<file path="src/rtl/regfile_wb_ctrl.sv">
// regfile_wb_ctrl: merges the ALU and load writeback channels onto the single
// register-file write port. Each channel owns one holding slot. A round-robin
// arbiter drains the slots, and the decode stage gets a combinational hazard
// check against every write still in flight.
// Optional feature: define WB_BYPASS_EN to add byp_valid1/2 and byp_data1/2.
// These forward the value currently on the write port to the decode stage.
module regfile_wb_ctrl #(
  parameter int DATA_W = 32,
  parameter int ADDR_W = 5
) (
  input  logic              clk,
  input  logic              rst,
  // ALU writeback channel
  input  logic              alu_valid,
  output logic              alu_ready,
  input  logic [ADDR_W-1:0] alu_addr,
  input  logic [DATA_W-1:0] alu_data,
  // load writeback channel
  input  logic              mem_valid,
  output logic              mem_ready,
  input  logic [ADDR_W-1:0] mem_addr,
  input  logic [DATA_W-1:0] mem_data,
  // register-file write port
  output logic              WriteEnable,
  output logic [ADDR_W-1:0] WriteAddr,
  output logic [DATA_W-1:0] WriteData,
  // decode-stage hazard check
  input  logic [ADDR_W-1:0] chk_addr1,
  input  logic [ADDR_W-1:0] chk_addr2,
  output logic              chk_hit1,
  output logic              chk_hit2
`ifdef WB_BYPASS_EN
  ,
  output logic              byp_valid1,
  output logic              byp_valid2,
  output logic [DATA_W-1:0] byp_data1,
  output logic [DATA_W-1:0] byp_data2
`endif
);

  // holding slots: p0 = accepted, waiting for the write port
  logic              alu_vld_p0;
  logic [ADDR_W-1:0] alu_addr_p0;
  logic [DATA_W-1:0] alu_data_p0;
  logic              mem_vld_p0;
  logic [ADDR_W-1:0] mem_addr_p0;
  logic [DATA_W-1:0] mem_data_p0;

  // Set when ALU took the most recent contested grant. The reset value of 1
  // hands the first contest after reset to MEM.
  logic              last_grant_alu;

  logic              grant_alu;
  logic              grant_mem;
  logic              contested;
  logic              alu_xfer;
  logic              mem_xfer;
  logic [ADDR_W-1:0] grant_addr;
  logic [DATA_W-1:0] grant_data;

  // Round-robin arbiter: a lone full slot always wins; a contest goes to the
  // channel that did not win the previous contest.
  always_comb begin
    contested = alu_vld_p0 && mem_vld_p0;
    grant_mem = mem_vld_p0 && (!alu_vld_p0 || last_grant_alu);
    grant_alu = alu_vld_p0 && (!mem_vld_p0 || !last_grant_alu);
    alu_ready = !alu_vld_p0 || grant_alu;
    mem_ready = !mem_vld_p0 || grant_mem;
    alu_xfer  = alu_valid && alu_ready;
    mem_xfer  = mem_valid && mem_ready;
    grant_addr = grant_mem ? mem_addr_p0 : alu_addr_p0;
    grant_data = grant_mem ? mem_data_p0 : alu_data_p0;
  end

  // Slot occupancy and arbitration history. A slot granted in the same cycle
  // as a new transfer is reloaded rather than emptied, so there is no bubble.
  always_ff @(posedge clk or posedge rst) begin
    if (rst) begin
      alu_vld_p0     <= 1'b0;
      mem_vld_p0     <= 1'b0;
      last_grant_alu <= 1'b1;
    end else begin
      if (alu_xfer)
        alu_vld_p0 <= 1'b1;
      else if (grant_alu)
        alu_vld_p0 <= 1'b0;
      if (mem_xfer)
        mem_vld_p0 <= 1'b1;
      else if (grant_mem)
        mem_vld_p0 <= 1'b0;
      if (contested)
        last_grant_alu <= grant_alu;
    end
  end

  // Slot payloads are captured only on a transfer, so input fields driven
  // while valid is low are ignored.
  always_ff @(posedge clk) begin
    if (alu_xfer) begin
      alu_addr_p0 <= alu_addr;
      alu_data_p0 <= alu_data;
    end
    if (mem_xfer) begin
      mem_addr_p0 <= mem_addr;
      mem_data_p0 <= mem_data;
    end
  end

  // p1 = write port. A grant for register 0 frees its slot but issues no
  // write, and the previous address/data stay on the port.
  always_ff @(posedge clk or posedge rst) begin
    if (rst) begin
      WriteEnable <= 1'b0;
      WriteAddr   <= '0;
      WriteData   <= '0;
    end else begin
      WriteEnable <= (grant_alu || grant_mem) && (grant_addr != '0);
      if ((grant_alu || grant_mem) && (grant_addr != '0)) begin
        WriteAddr <= grant_addr;
        WriteData <= grant_data;
      end
    end
  end

  // Hazard check: a source register is pending while it sits in a slot or is
  // on the write port. Register 0 never conflicts.
  always_comb begin
    chk_hit1 = (chk_addr1 != '0) &&
               ((alu_vld_p0 && (alu_addr_p0 == chk_addr1)) ||
                (mem_vld_p0 && (mem_addr_p0 == chk_addr1)) ||
                (WriteEnable && (WriteAddr == chk_addr1)));
    chk_hit2 = (chk_addr2 != '0) &&
               ((alu_vld_p0 && (alu_addr_p0 == chk_addr2)) ||
                (mem_vld_p0 && (mem_addr_p0 == chk_addr2)) ||
                (WriteEnable && (WriteAddr == chk_addr2)));
  end

`ifdef WB_BYPASS_EN
  // Forward the value on the write port to a decode source that matches it.
  always_comb begin
    byp_valid1 = WriteEnable && (chk_addr1 != '0) && (WriteAddr == chk_addr1);
    byp_valid2 = WriteEnable && (chk_addr2 != '0) && (WriteAddr == chk_addr2);
    byp_data1  = byp_valid1 ? WriteData : '0;
    byp_data2  = byp_valid2 ? WriteData : '0;
  end
`endif

endmodule
</file>
<file path="config.mk">
export PLATFORM = sky130hd
export DESIGN_NAME = regfile_wb_ctrl
export DESIGN_NICKNAME = d
export VERILOG_FILES = /design/src/rtl/regfile_wb_ctrl.sv
export SDC_FILE = /design/constraint.sdc
export NUM_CORES = 1
export LEC_CHECK = 0
export ABC_AREA = 0
export CAP_MARGIN = 25
export CORE_MARGIN = 8
export CORE_UTILIZATION = 50
export DETAILED_ROUTE_END_ITERATION = 7
export PLACE_DENSITY = 0.83
export SLEW_MARGIN = 20
export SYNTH_ARGS = -nofsm -noshare
export SYNTH_HDL_FRONTEND = slang
export SYNTH_SLANG_ARGS = --single-unit
</file>
<file path="constraint.sdc">
create_clock -name clk -period 6.3 [get_ports clk]
set_input_delay 1.26 -clock clk [delete_from_list [all_inputs] [get_ports clk]]
set_output_delay 1.26 -clock clk [all_outputs]
set_load 0.05 [all_outputs]
</file>
==> results.toml, run 1 <==
[status]
status = "complete, no violations"

[clock_tree]
cts_setup_buffers = 0
cts_inserted_buffers = 17
cts.hold.buffers_added = 0
cts_sinks = 115
post_cts_resize_count = 0
clockBufferDepth = 2
insertion_delay_ps = 500
cts.clk_slew.worst_paths_ps = 50
cts_tree = "done"
root_buffer = "clkbuf_8"
h-tree-depth = 4

[logic_synthesis]
synth_compound_area_share_pct = 1.95
ys_ff_latch = 115
post_synth_num_cell_types = 26
postSynthAreaPerCell_um2 = 17.7
synth.top_cell.area_share_pct = 47.5
synth.net_count = 353
synth-simple-area-share_pct = 3.39
synth_area_leaders = "edfxtp_1, dfrtp_1, mux2_2, xor2_1, mux2_4"
syn_area_um2 = 4680
netlist_instances = 265
muxShareOfSynthArea_pct = 18.3
ys_seq_area_share_pct = 69.4
synthXorXnorAreaFrac_pct = 5.61
synth_warnings = 0
synth_top_family_by_area = "multiplexers"
synth_fa_ha_area_share_pct = 0
synth_top_cell_by_area = "edfxtp_1"

[timing]
grt_setup_unrepaired = "no"
hold_slack_ps = 500
hold_viol_final = 0
post-route-min-period_ps = 4630
fin_ws_ps = 1670
final.period_utilization_pct = 73.5
fmax_mhz = 216
max-slew-margin-rel_pct = 35.6
skew_ps = 8.98
finalSetupViolCount = 0
tightest_slew_ps = 966
tns_ps = 0
slew_violations = 0

[setup_path]
r2r-start = "mem_addr_p0[2]"
reg2regPathDepth = 5
cp-endpoint = "chk_hit1"
cp-start-kind = "input port"
critical_path.startpoint = "chk_addr1[2]"
critPathArrivalTime_ps = 3370
endpoint_kind = "output pin"
rr_endpoint = "WriteData[27]"
critical_path_required_ps = 5040
critical_path_class = "input port to output pin"
critPathMaxFanout = 4
reg2reg_slack_ps = 4040

[global_routing]
grtUsageMet3_pct = 5.43
grt_pass1_vias = 3277
grt_use_met1_pct = 18.1
grt_first_pass_wirelength_um = 17000
antenna_found_initial = 0
track_usage_pct = 17.6
grt_busiest_layer = "met2"
grt_max_degree = 42
overflow = 0
met2_usage_pct = 32.0

[routing]
wl_per_cell_um = 20.4
via_count = 2777
final_antenna_net_count = 0
drcViolationCount = 0
finalWirelength_um = 10900
via_per_inst = 5.21
firstDrtPassIters = 6
drtIter0Drc = 100

[final_layout]
nNetsFinal = 497
layout_common_cells = "clkdlybuf4s50_1, edfxtp_1, mux2_2"
layout-drive-gt1-share_pct = 26.5
final_common_cell = "clkdlybuf4s50_1"
area_growth_syn_to_layout_pct = 41.8
diodes = 0

[floorplan]
die_y_um = 113
initial_utilization_pct = 51.2
core_um2 = 9150
die_width_um = 113
dieArea_um2 = 12700
io_pins = 130
rows = 35

[placed_design]
place_ws_ps = 1680
dp_hpwl_um = 7420
gp_congestion = 0.891
port_buffers = 129

[power]
p_per_area_nw_per_um2 = 497
p_leak_nw = 2.51
p_total_mw = 3.30
ir_drop_uv = 374

[hold_path]
hold_path_class = "register to register"
hold_path.startpoint = "last_grant_alu"

[run]
timing.max_cap.violations = 0
-- power breakdown --
part	internal, mW	switching, mW
Clock	0.518	0.332
Combinational	0.538	0.760
Sequential	1.02	0.133
-- logic make-up (layout without fill, tap and decap cells) --
family / count (synthesis) / in the layout
flip-flops: 115 / 115
buffers and inverters: 10 / 167
AND/OR/NAND/NOR: 28 / 28
multiplexers: 72 / 72
AO/OA/AOI/OAI: 10 / 10
XOR/XNOR: 30 / 30
-- per-layer routing --
metal	part of all wire (%)	vias up
li1	-	1283
met1	38	1389
met2	54	87
met3	5.6	18
met4	1.9	0
met5	0	-
-- area by class of cell --
type | instances | area (µm²)
clock buffers | 18 | 418
clock inverters | 14 | 115
fillers | 593 | 2510
inverters | 3 | 11.3
multi-input cells | 140 | 1370
flip-flops and latches | 115 | 3250
well taps | 111 | 139
repair buffers | 132 | 1330
-- critical path, stage by stage --
cell	delay, ps
clkdlybuf4s50_1	500
xor2_1	180
nor4_1	330
nand3_1	120
a21oi_1	150
clkdlybuf4s50_1	830
-- worst min path at each step --
stage | end | cells past startpoint
after floorplan | last_grant_alu | 2
final | last_grant_alu | 2
after global routing | WriteData[26] | 1
after global placement | last_grant_alu | 2
after CTS | last_grant_alu | 2
after detailed placement | last_grant_alu | 2
-- state kept, by name, summed over array words and instances (netlist names) --
name            flops
WriteData          32
alu_data_p0        32
mem_data_p0        32
WriteAddr           5
alu_addr_p0         5
mem_addr_p0         5
WriteEnable         1
alu_vld_p0          1
last_grant_alu      1
mem_vld_p0          1
-- synth_stat cells --
| cell type | count |
|---|---|
| nor4_1 | 7 |
| edfxtp_1 | 74 |
| a32oi_1 | 2 |
| buf_1 | 1 |
| mux2_4 | 12 |
| xnor2_1 | 5 |
| o21ai_4 | 2 |
| nand2b_1 | 2 |
| nor2_1 | 3 |
| nand2_1 | 5 |
| or4_1 | 2 |
| dfstp_2 | 1 |
| o211ai_1 | 2 |
| or4_4 | 1 |
| mux2_2 | 60 |
| and2_1 | 4 |
| a21oi_1 | 2 |
| dfrtp_1 | 40 |
| or2_2 | 1 |
| buf_2 | 3 |
| a21boi_0 | 1 |
| inv_1 | 3 |
| buf_6 | 3 |
| o21ai_2 | 1 |
| nand3_1 | 3 |
| xor2_1 | 25 |
-- metrics by stage --
step | std cells | instance area (µm²) | utilization (%)
3_5_place_dp | 500 | 6080 | 66.4
6_report | 533 | 6640 | 72.5
4_1_cts | 532 | 6610 | 72.2
2_1_floorplan | 265 | 4680 | -
5_1_grt | 533 | 6640 | 72.5
3_3_place_gp | 500 | 6080 | 66.4
Power figures use the tool's default switching activity.
==> run 2, diff against run 1 <==
Settings changed: CORE_UTILIZATION 50 to 48, PLACE_DENSITY 0.83 to 0.8.
Clock period 6.3 ns to 4.4 ns, I/O delays scaled along.
==> results.toml, run 2 (synthesis results as in run 1) <==
[final_layout]
nNetsFinal = 497
layout-drive-gt1-share_pct = 27.5
top_regs = "WriteData: 32 flops, alu_data_p0: 32 flops, mem_data_p0: 32 flops"
fillers = 679
diodes = 0
final_cell_count_no_fill = 555
finish.instance_area_um2 = 6710
final_common_cell = "clkdlybuf4s50_1"
layout_common_cells = "clkdlybuf4s50_1, edfxtp_1, mux2_2"
utilization_pct = 69.7
area_growth_syn_to_layout_pct = 43.4

[timing]
max-slew-margin-rel_pct = 34.2
slew_violations = 0
finalSetupViolCount = 0
post-route-min-period_ps = 3890
skew_ps = 10.9
hold_slack_ps = 507
grt_setup_unrepaired = "no"
tightest_slew_ps = 983
hold_viol_final = 0
fmax_mhz = 257
fin_ws_ps = 511
tns_ps = 0
final.period_utilization_pct = 88.4

[clock_tree]
cts_sinks = 115
cts_setup_buffers = 0
insertion_delay_ps = 500
cts_inserted_buffers = 17
cts.clk_slew.worst_paths_ps = 60
cts_tree = "done"
cts.hold.buffers_added = 0
post_cts_resize_count = 0
root_buffer = "clkbuf_8"
h-tree-depth = 4
clockBufferDepth = 2

[floorplan]
die_y_um = 115
core_um2 = 9640
initial_utilization_pct = 48.6
die_width_um = 115
dieArea_um2 = 13200
io_pins = 130
rows = 36

[global_routing]
grt_max_degree = 42
grt_pass1_vias = 3241
track_usage_pct = 16.9
antenna_found_initial = 0
grt_first_pass_wirelength_um = 16800
overflow = 0

[routing]
drt-met1-wl_um = 4060
wl_per_cell_um = 19.2
met3_length_um = 638
final_antenna_net_count = 0
via_count = 2790
firstDrtPassIters = 4
finalWirelength_um = 10600
via_per_inst = 5.03
wl_met2_um = 5580
drcViolationCount = 0
highest_layer = "met4"
drtIter0Drc = 110

[placed_design]
dp_hpwl_um = 7180
dp_cells = 522
dpl_cell_area_um2 = 6100
gp_congestion = 0.886
place_ws_ps = 533
port_buffers = 129

[hold_path]
hold_path_class = "register to register"
hold_path.startpoint = "WriteData[19]"

[run]
timing.max_cap.violations = 0

[setup_path]
critical_path.startpoint = "chk_addr2[0]"
endpoint_kind = "output pin"
cp-start-kind = "input port"
critPathMaxFanout = 4
r2r-start = "mem_addr_p0[2]"
critPathArrivalTime_ps = 3010
critical_path_class = "input port to output pin"
critical_path_required_ps = 3520

[status]
status = "complete, no violations"

[power]
p_total_mw = 4.82
ir_drop_uv = 440
p_leak_nw = 2.54
p_per_area_nw_per_um2 = 719
## run 2: cell types whose count changed in the layout (fill, tap and decap cells not counted)
cell / previous run / this run
clkinv_2: 2 / 1
inv_6: 1 / 7
clkinv_1: 3 / 0
clkbuf_1: 1 / 0
clkinvlp_4: 5 / 2
clkinv_4: 2 / 3
bufinv_16: 1 / 2
## run 2: path summary, 6_finish.rpt
path / end / slack (ps) / cells past startpoint
worst max-delay path: chk_hit2 / 510 / 6
worst max register to register: WriteData[21] / 2000 / 5
worst min register to register: WriteData[19] / 510 / 1
worst min-delay path: WriteData[19] / 510 / 1
max in group asynchronous: last_grant_alu / 3090 / 3
min in group asynchronous: WriteData[12] / 740 / 2
## run 2: area by class of cell
| cell class | count | area, µm² | share of cell area, % |
|---|---|---|---|
| clock buffers | 17 | 414 | 6.17 |
| inverters | 3 | 11.3 | 0.168 |
| clock inverters | 15 | 168 | 2.50 |
| well taps | 133 | 166 | 2.48 |
| multi-input cells | 140 | 1370 | 20.4 |
| repair buffers | 132 | 1330 | 19.9 |
| flip-flops and latches | 115 | 3250 | 48.4 |
## run 2: per-layer routing
layer,GRT usage (%),vias up
li1,-,1284
met4,9.28,0
met1,17.5,1376
met5,0,-
met2,29.9,102
met3,5.51,28
## run 2: power by group
part	internal, mW	switching, mW	total (mW)
clock	0.819	0.508	1.33
combinational	0.772	1.09	1.86
sequential	1.46	0.179	1.64
## run 2: critical path, cell delays in order
cell and delay, ps:
clkdlybuf4s50_1 520, xor2_1 190, nor4_1 280, nand3_1 120, a21oi_1 180, clkdlybuf4s50_1 830
